$ cat src/rtl/bb_mem_responder.sv
// bb_mem_responder
// Memory-side responder for the black_bean memory port. Services word reads
// and writes against an internal word-addressed array. Reads return data
// after RD_LATENCY cycles with a one-cycle valid strobe. Out-of-range
// accesses are flagged through a sticky error flag that holds the first
// offending address.
//
// Ports:
//   clk, rst      clock (rising edge) / asynchronous active-high reset
//   mem_r_en      read request, sampled every rising edge
//   mem_r_addr    read word address
//   mem_r_data    registered read data, holds last value between strobes
//   mem_r_valid   one-cycle strobe per accepted read
//   mem_w_en      write request, sampled every rising edge
//   mem_w_addr    write word address
//   mem_w_data    write data
//   err           sticky out-of-range flag
//   err_addr      address of the first out-of-range access since reset
module bb_mem_responder #(
  parameter int DATA_WIDTH = 16,
  parameter int ADDR_BITS  = 8,
  parameter int RD_LATENCY = 2
) (
  input  logic                  clk,
  input  logic                  rst,
  input  logic                  mem_r_en,
  input  logic [DATA_WIDTH-1:0] mem_r_addr,
  output logic [DATA_WIDTH-1:0] mem_r_data,
  output logic                  mem_r_valid,
  input  logic                  mem_w_en,
  input  logic [DATA_WIDTH-1:0] mem_w_addr,
  input  logic [DATA_WIDTH-1:0] mem_w_data,
  output logic                  err,
  output logic [DATA_WIDTH-1:0] err_addr
);

  localparam int DEPTH = 1 << ADDR_BITS;

  generate
    if (RD_LATENCY < 1 || RD_LATENCY > 4) begin : g_bad_latency
      $error("bb_mem_responder: RD_LATENCY must be in 1..4");
    end
  endgenerate

  logic [DATA_WIDTH-1:0] mem [DEPTH];

  logic                  r_in_range;
  logic                  w_in_range;
  logic                  r_oor;
  logic                  w_oor;
  logic                  w_ok;
  logic [ADDR_BITS-1:0]  r_idx;
  logic [ADDR_BITS-1:0]  w_idx;
  logic [DATA_WIDTH-1:0] rd_word;

  // Pipeline stages: index 0 is loaded at the request edge, the last stage
  // drives the outputs.
  logic [RD_LATENCY-1:0] pv;
  logic [DATA_WIDTH-1:0] pd [RD_LATENCY];

  always_comb begin
    r_in_range = (mem_r_addr >> ADDR_BITS) == '0;
    w_in_range = (mem_w_addr >> ADDR_BITS) == '0;
    r_idx      = mem_r_addr[ADDR_BITS-1:0];
    w_idx      = mem_w_addr[ADDR_BITS-1:0];
    r_oor      = mem_r_en && !r_in_range;
    w_oor      = mem_w_en && !w_in_range;
    w_ok       = mem_w_en && w_in_range;
  end

  // Write-first: a same-edge write to the read address bypasses the array.
  always_comb begin
    rd_word = '0;
    if (r_in_range) begin
      if (w_ok && (w_idx == r_idx))
        rd_word = mem_w_data;
      else
        rd_word = mem[r_idx];
    end
  end

  // Array contents are deliberately not reset; reset only blocks writes.
  always_ff @(posedge clk or posedge rst) begin
    if (rst) begin
    end else if (w_ok) begin
      mem[w_idx] <= mem_w_data;
    end
  end

  // Data in each stage only advances alongside a valid token, so the last
  // stage keeps the most recently returned word while no strobe is present.
  always_ff @(posedge clk or posedge rst) begin
    if (rst) begin
      pv <= '0;
      for (int unsigned i = 0; i < RD_LATENCY; i++)
        pd[i] <= '0;
    end else begin
      pv[0] <= mem_r_en;
      if (mem_r_en)
        pd[0] <= rd_word;
      for (int unsigned i = 1; i < RD_LATENCY; i++) begin
        pv[i] <= pv[i-1];
        if (pv[i-1])
          pd[i] <= pd[i-1];
      end
    end
  end

  assign mem_r_valid = pv[RD_LATENCY-1];
  assign mem_r_data  = pd[RD_LATENCY-1];

  // Read address wins when both requests are out of range on one edge.
  always_ff @(posedge clk or posedge rst) begin
    if (rst) begin
      err      <= 1'b0;
      err_addr <= '0;
    end else if (!err) begin
      if (r_oor) begin
        err      <= 1'b1;
        err_addr <= mem_r_addr;
      end else if (w_oor) begin
        err      <= 1'b1;
        err_addr <= mem_w_addr;
      end
    end
  end

endmodule

$ cat config.mk
export PLATFORM = sky130hd
export DESIGN_NAME = bb_mem_responder
export DESIGN_NICKNAME = d
export VERILOG_FILES = /design/src/rtl/bb_mem_responder.sv
export SDC_FILE = /design/constraint.sdc
export NUM_CORES = 2
export LEC_CHECK = 0
export CORE_ASPECT_RATIO = 0.6
export CORE_MARGIN = 2
export CORE_UTILIZATION = 35
export DETAILED_ROUTE_END_ITERATION = 12
export GPL_TIMING_DRIVEN = 1
export SYNTH_ARGS = -nofsm -noshare
export SYNTH_HDL_FRONTEND = slang
export SYNTH_SLANG_ARGS = --single-unit
$ cat constraint.sdc
create_clock -name clk -period 2.7 [get_ports clk]
set_clock_uncertainty 0.15 [all_clocks]
set_input_delay 0.54 -clock clk [delete_from_list [all_inputs] [get_ports clk]]
set_output_delay 0.54 -clock clk [all_outputs]
set_load 0.01 [all_outputs]
Word-level counts from Yosys, hierarchy flattened --
Memories as Yosys holds them, arrays and structs flattened. Cells that the tools add are included.
Storage, ports and cells: bits of input ports 52, register bits 51, bits in latches 0, bits in writable memories 4096, word-level logic and storage cells 29, ROM bits 0, output and inout port bits 34, memories kept 1
Memories:
- mem | depth 256, width 16, read ports 1, clocked after Yosys merged registers in 0, write ports 1, line 45 | logic [DATA_WIDTH-1:0] mem [DEPTH];
Cells by class: divide/modulo/power cells 0, equal/unequal tests 1, magnitude comparators 0, add/sub/neg operators 0, multiplexer cells 9, reductions and logical operators 12, shifts and indexed selects 0, bitwise logic cells 1, multiply operators 0
Operators with widths (number):
- $mux W16 | 4
- $logic_not A16 Y1 | 2
- $eq A8 B8 Y1 | 1
- $logic_and A1 B1 Y1 | 5
- $mux W1 | 5
- $logic_not A1 Y1 | 3
- $reduce_and A2 Y1 | 1
- $reduce_bool A2 Y1 | 1
- $not A1 Y1 | 1

Longest topological paths before layout --
depth after elaboration 6, gate-level depth with buffers 12, mapped depth without buffers 7

Worst setup path after synthesis --
No wires, ideal clock.
path type input -> register, start input mem_w_addr[9], end memory mem[118][0] (enable), path buffers 1, library setup time 0.388 ns, setup slack -0.608 ns, arrival 2.770 ns, required time 2.162 ns, stages on the path 6, cell sequence nor4_1 nand3_1 nor4b_1 nand3_1 clkbuf_1 nor2_1
On the way: longest elaborated chain between the ends 5
RTL lines:
- from (decl) | line 31 | input logic [DATA_WIDTH-1:0] mem_w_addr,
- $logic_not A16 Y1 | line 63 | w_in_range = (mem_w_addr >> ADDR_BITS) == '0;
- $logic_and A1 B1 Y1 | line 68 | w_ok = mem_w_en && w_in_range;
- $mux W1 | line 85 | end else if (w_ok) begin
- $logic_and A1 B1 Y1 (implied by the code) | line 86 | mem[w_idx] <= mem_w_data;
- $mux W1 (implied by the code) | line 86
- to (decl) | line 45
No other way between the ends.

Worst setup path in the final report --
start input mem_r_addr[0], end register pd[28] (netlist name)
On the way: longest elaborated chain between the ends 4, elaborated cells between the ends (all ways) 5, those cells by class eq/ne (1); mux (2); reduce/logical (1); memory (1)
RTL lines:
- from (decl) | line 27 | input logic [DATA_WIDTH-1:0] mem_r_addr,
- parallel branches: the longest is 2 deep, another holds $mem_v2 Z256 W16
- $mux W16 (*) | line 75 | if (w_ok && (w_idx == r_idx))
- $mux W16 (*) | line 74 | if (r_in_range) begin
- to (signal, indexed assignment) | line 104 | pd[i] <= pd[i-1];
- to (decl) | line 59 | logic [DATA_WIDTH-1:0] pd [RD_LATENCY];
Every way passes the cells marked *. A chain may end at the register's enable or synchronous reset.

==> impl_results.md <==
- Drt pass-1 iters: 6
- Setup Crit Path Kind: in2reg
- Peak VDD IR: 0.674 mV
- Vias per inst: 5.60
- Clk sinks: 4147
- Min-Delay Path Class: in2reg
- Initial DRC count: 12013
- CP Depth: 8
- # IOs: 86
- Design Power: 131 mW
- Final WS setup: -21.3 ps
- Placed cell area: 180000 um2
- Vias in the first global route: 80434
- Pwr/cell area: 682 nW/um2
- CP Cell Sequence: buf_16 > buf_12 > buf_6 > buf_16 > mux4_2 > mux4_2 > o211ai_1 > o41ai_1
- Synth top area share: 77.7%
- EDFF count, synth: 4096
- Critical path required time: 3320 ps
- Max Transition Viols Final: 0
- Seq cells post-synth: 4147
- Share of layout cells above drive strength 1: 36.2%
- Wire length per cell: 31.5 um
- Tcrit/Tclk final: 101%
- Synth top area cells: edfxtp_1 78%, mux4_2 14%, a22oi_1 1.0%, mux2i_1 0.84%, dfrtp_1 0.81%
- Port Buffer Count: 85
- Endpoints failing hold: 0
- Layout area overhead: 21.7%
- Worst-Margin Slew: 1130 ps
- Core ar.: 451000 um2
- Syn_nets: 7048
- Post-synth top area cell: edfxtp_1
- Status: finished with violations
- P_sw: 28.6 mW
- Final #Nets: 8319
- Starting Density: 35.1%
- Die H: 525 um
- Clock Tree Buf Depth: 4
- Die area: 458000 um2
- Placed Cells: 13857
- CTS clock-pin slew for the worst setup and hold paths: 70 ps
- Crit path max fanout: 18
- Minimum clock period: 2720 ps
- Max Freq: 367 MHz
- Asr flop ratio synth: 1.23%
- Post-synth cell types: 47
- H-tree level count: 5
- CTS Buf Count: 366
- Final Util: 42.7%
- Ys flop type: edfxtp_1
- Clk pwr share: 40.2%
- CP Capture Type: flip-flop
- Mapped cell area: 158000 um2
- Combinational cell fraction of total power: 6.0%
- Switching share of total power: 21.8%
- Internal: 103 mW
- Sequential Power Share: 53.8%
- Startpoint type of the worst setup path: input pin
- Failing checks: setup timing
- Drt drc: 0
- Hold path cells: 3
- DRT Wirelength: 459000 um
- WP data arrival: 3340 ps
- Routed via count: 81517
- Reg2Reg Depth: 9
- CP delay by family, top: multiplexers
- Crit-path max cell delay: 660 ps
- DP HPWL: 299000 um
- Syn. warnings: 0
- Dpl ws: -1430 ps
- Grt ovf: 0
- Standard-cell rows: 191
- Clock Latency Late Sink: 970 ps
- MaxCap Viol Count: 0
- Slowest CP cell: o211ai_1
- Post-synthesis cell count: 6996
- Antenna violations before repair: 32
- Routed Antenna Nets: 0
- Leakage: 60.9 nW
- Finished Cell Area: 193000 um2
- Finished Layout Cells: 14559
- Die Width: 872 um
- Pin count of the biggest net entering global routing: 107
- Syn_area_per_cell: 22.6 um2
- Root Buffer: clkbuf_16
- GRT Overall Usage: 19.5%
- Fill cell count: 38226
- Buf/Inv on CP: 4
- First-pass GRT wire length: 636000 um
- GP Congestion: 0.876
- Final setup fails: 2
- TritonCTS clock tree: done
- Relative slew slack: 24.3%
- Seq/Total Area, Yosys: 78.5%
==> cell usage in the layout, fill, tap and decap left out, types with 29 or more instances in the layout <==
cell type and instances:
a21oi_1 156, o31a_1 29, nor2_4 64, edfxtp_1 4096, a22oi_1 204, buf_4 760
nor2_2 129, nand3_1 40, o22ai_1 118, clkbuf_1 60, clkdlybuf4s50_1 48, bufinv_16 35
mux2i_1 131, o221ai_1 44, mux4_2 1009, clkinv_1 85, nand2_1 43, mux2_2 46
clkbuf_16 374, clkinv_2 65, buf_12 460, nor2_1 134, dfrtp_1 46
==> routing by layer <==
metal  share of wire (%)  global-route usage (%)
met1                  43                    29.4
met2                  43                    27.7
met3                  12                    5.75
met4                 2.7                    4.96
met5              0.0026                       0
==> area by class of cell <==
type	count	area (um2)	area share (%)
sequential	4147	124000	64.5
multi-input combinational	2414	32800	17.0
timing repair buffer	1336	16200	8.42
clock buffer	441	9670	5.02
tap	5983	7490	3.89
clock inverter	222	2110	1.10
antenna	14	35.0	0.0182
inverter	2	11.3	0.00585
==> final timing paths <==
path                                  to  slack (ps)           start
max                               pd[28]         -20   mem_r_addr[0]
min                         err_addr[10]          90  mem_r_addr[10]
max reg2reg                       pd[16]          50     mem[159][0]
min reg2reg                mem_r_data[0]         360   mem_r_data[0]
max in group asynchronous    err_addr[7]        1860             rst
min in group asynchronous         pd[24]         260             rst
==> flip-flops by register name, summed over array words and instances, names as in the netlist <==
signal	count
mem	4096
err_addr	16
mem_r_data	16
pd	16
pv	2
err	1
==> Yosys cell counts, types with 2 or more instances <==
master,instances
a21oi_1,157
a221oi_1,22
a221oi_2,2
a22o_1,24
a22oi_1,211
a31oi_1,10
and2_1,4
and3_1,2
buf_1,20
buf_2,78
buf_4,103
buf_6,24
clkbuf_1,207
dfrtp_1,51
edfxtp_1,4096
mux2_2,46
mux2i_1,133
mux4_2,1009
nand2_1,56
nand2b_1,6
nand3_1,50
nand4_1,3
nor2_1,326
nor2b_1,28
nor3_1,17
nor4_1,12
o211ai_1,10
o21ai_0,10
o221ai_1,46
o22a_1,16
o22ai_1,120
o31a_1,30
o41ai_1,15
or2_2,17
or3_1,16
xnor2_1,8
==> cells by family (layout without fill, tap and decap cells) <==
group                  after synthesis  count (layout)  synth area share [%]
AO/OA/AOI/OAI                      677             677                  2.98
XOR/XNOR                             8               8                0.0443
AND/OR/NAND/NOR                    541             541                  1.49
other                                0              14                     0
flip-flops                        4147            4147                  78.5
buffers and inverters              435            2001                  1.45
multiplexers                      1188            1188                  15.5
==> worst min-delay path: stages <==
cell             delay (ps)
clkdlybuf4s50_1         420
nand2_1                  90
a31oi_1                  80
==> per-stage QoR <==
step	TNS, ps	hold WS [ps]
after global routing	-3.51	64.3
after global placement	-3867040	335
after CTS	0	3.25
after detailed placement	-3742540	347
final	-25.6	93.1
after floorplan	-723730	202
==> timing repair <==
action	4_1_cts	5_1_grt
gates resized for setup	35	29
cloned	1	1
pin swaps	2	3
hold endpoints to repair	539	0
hold buffers	23	0
setup endpoints to repair	1040	406
buffers inserted	1	0
==> power groups by stage <==
stage | Clock [mW] | Sequential [mW] | Combinational (mW)
final | 52.8 | 70.7 | 7.88
after CTS | 53.5 | 70.7 | 7.80
after detailed placement | 0 | 72.1 | 7.73
after floorplan | 0 | 72.1 | 3.14
after global placement | 0 | 72.1 | 7.61
after global routing | 56.0 | 70.7 | 8.18
(Power assumes the default switching activity.)
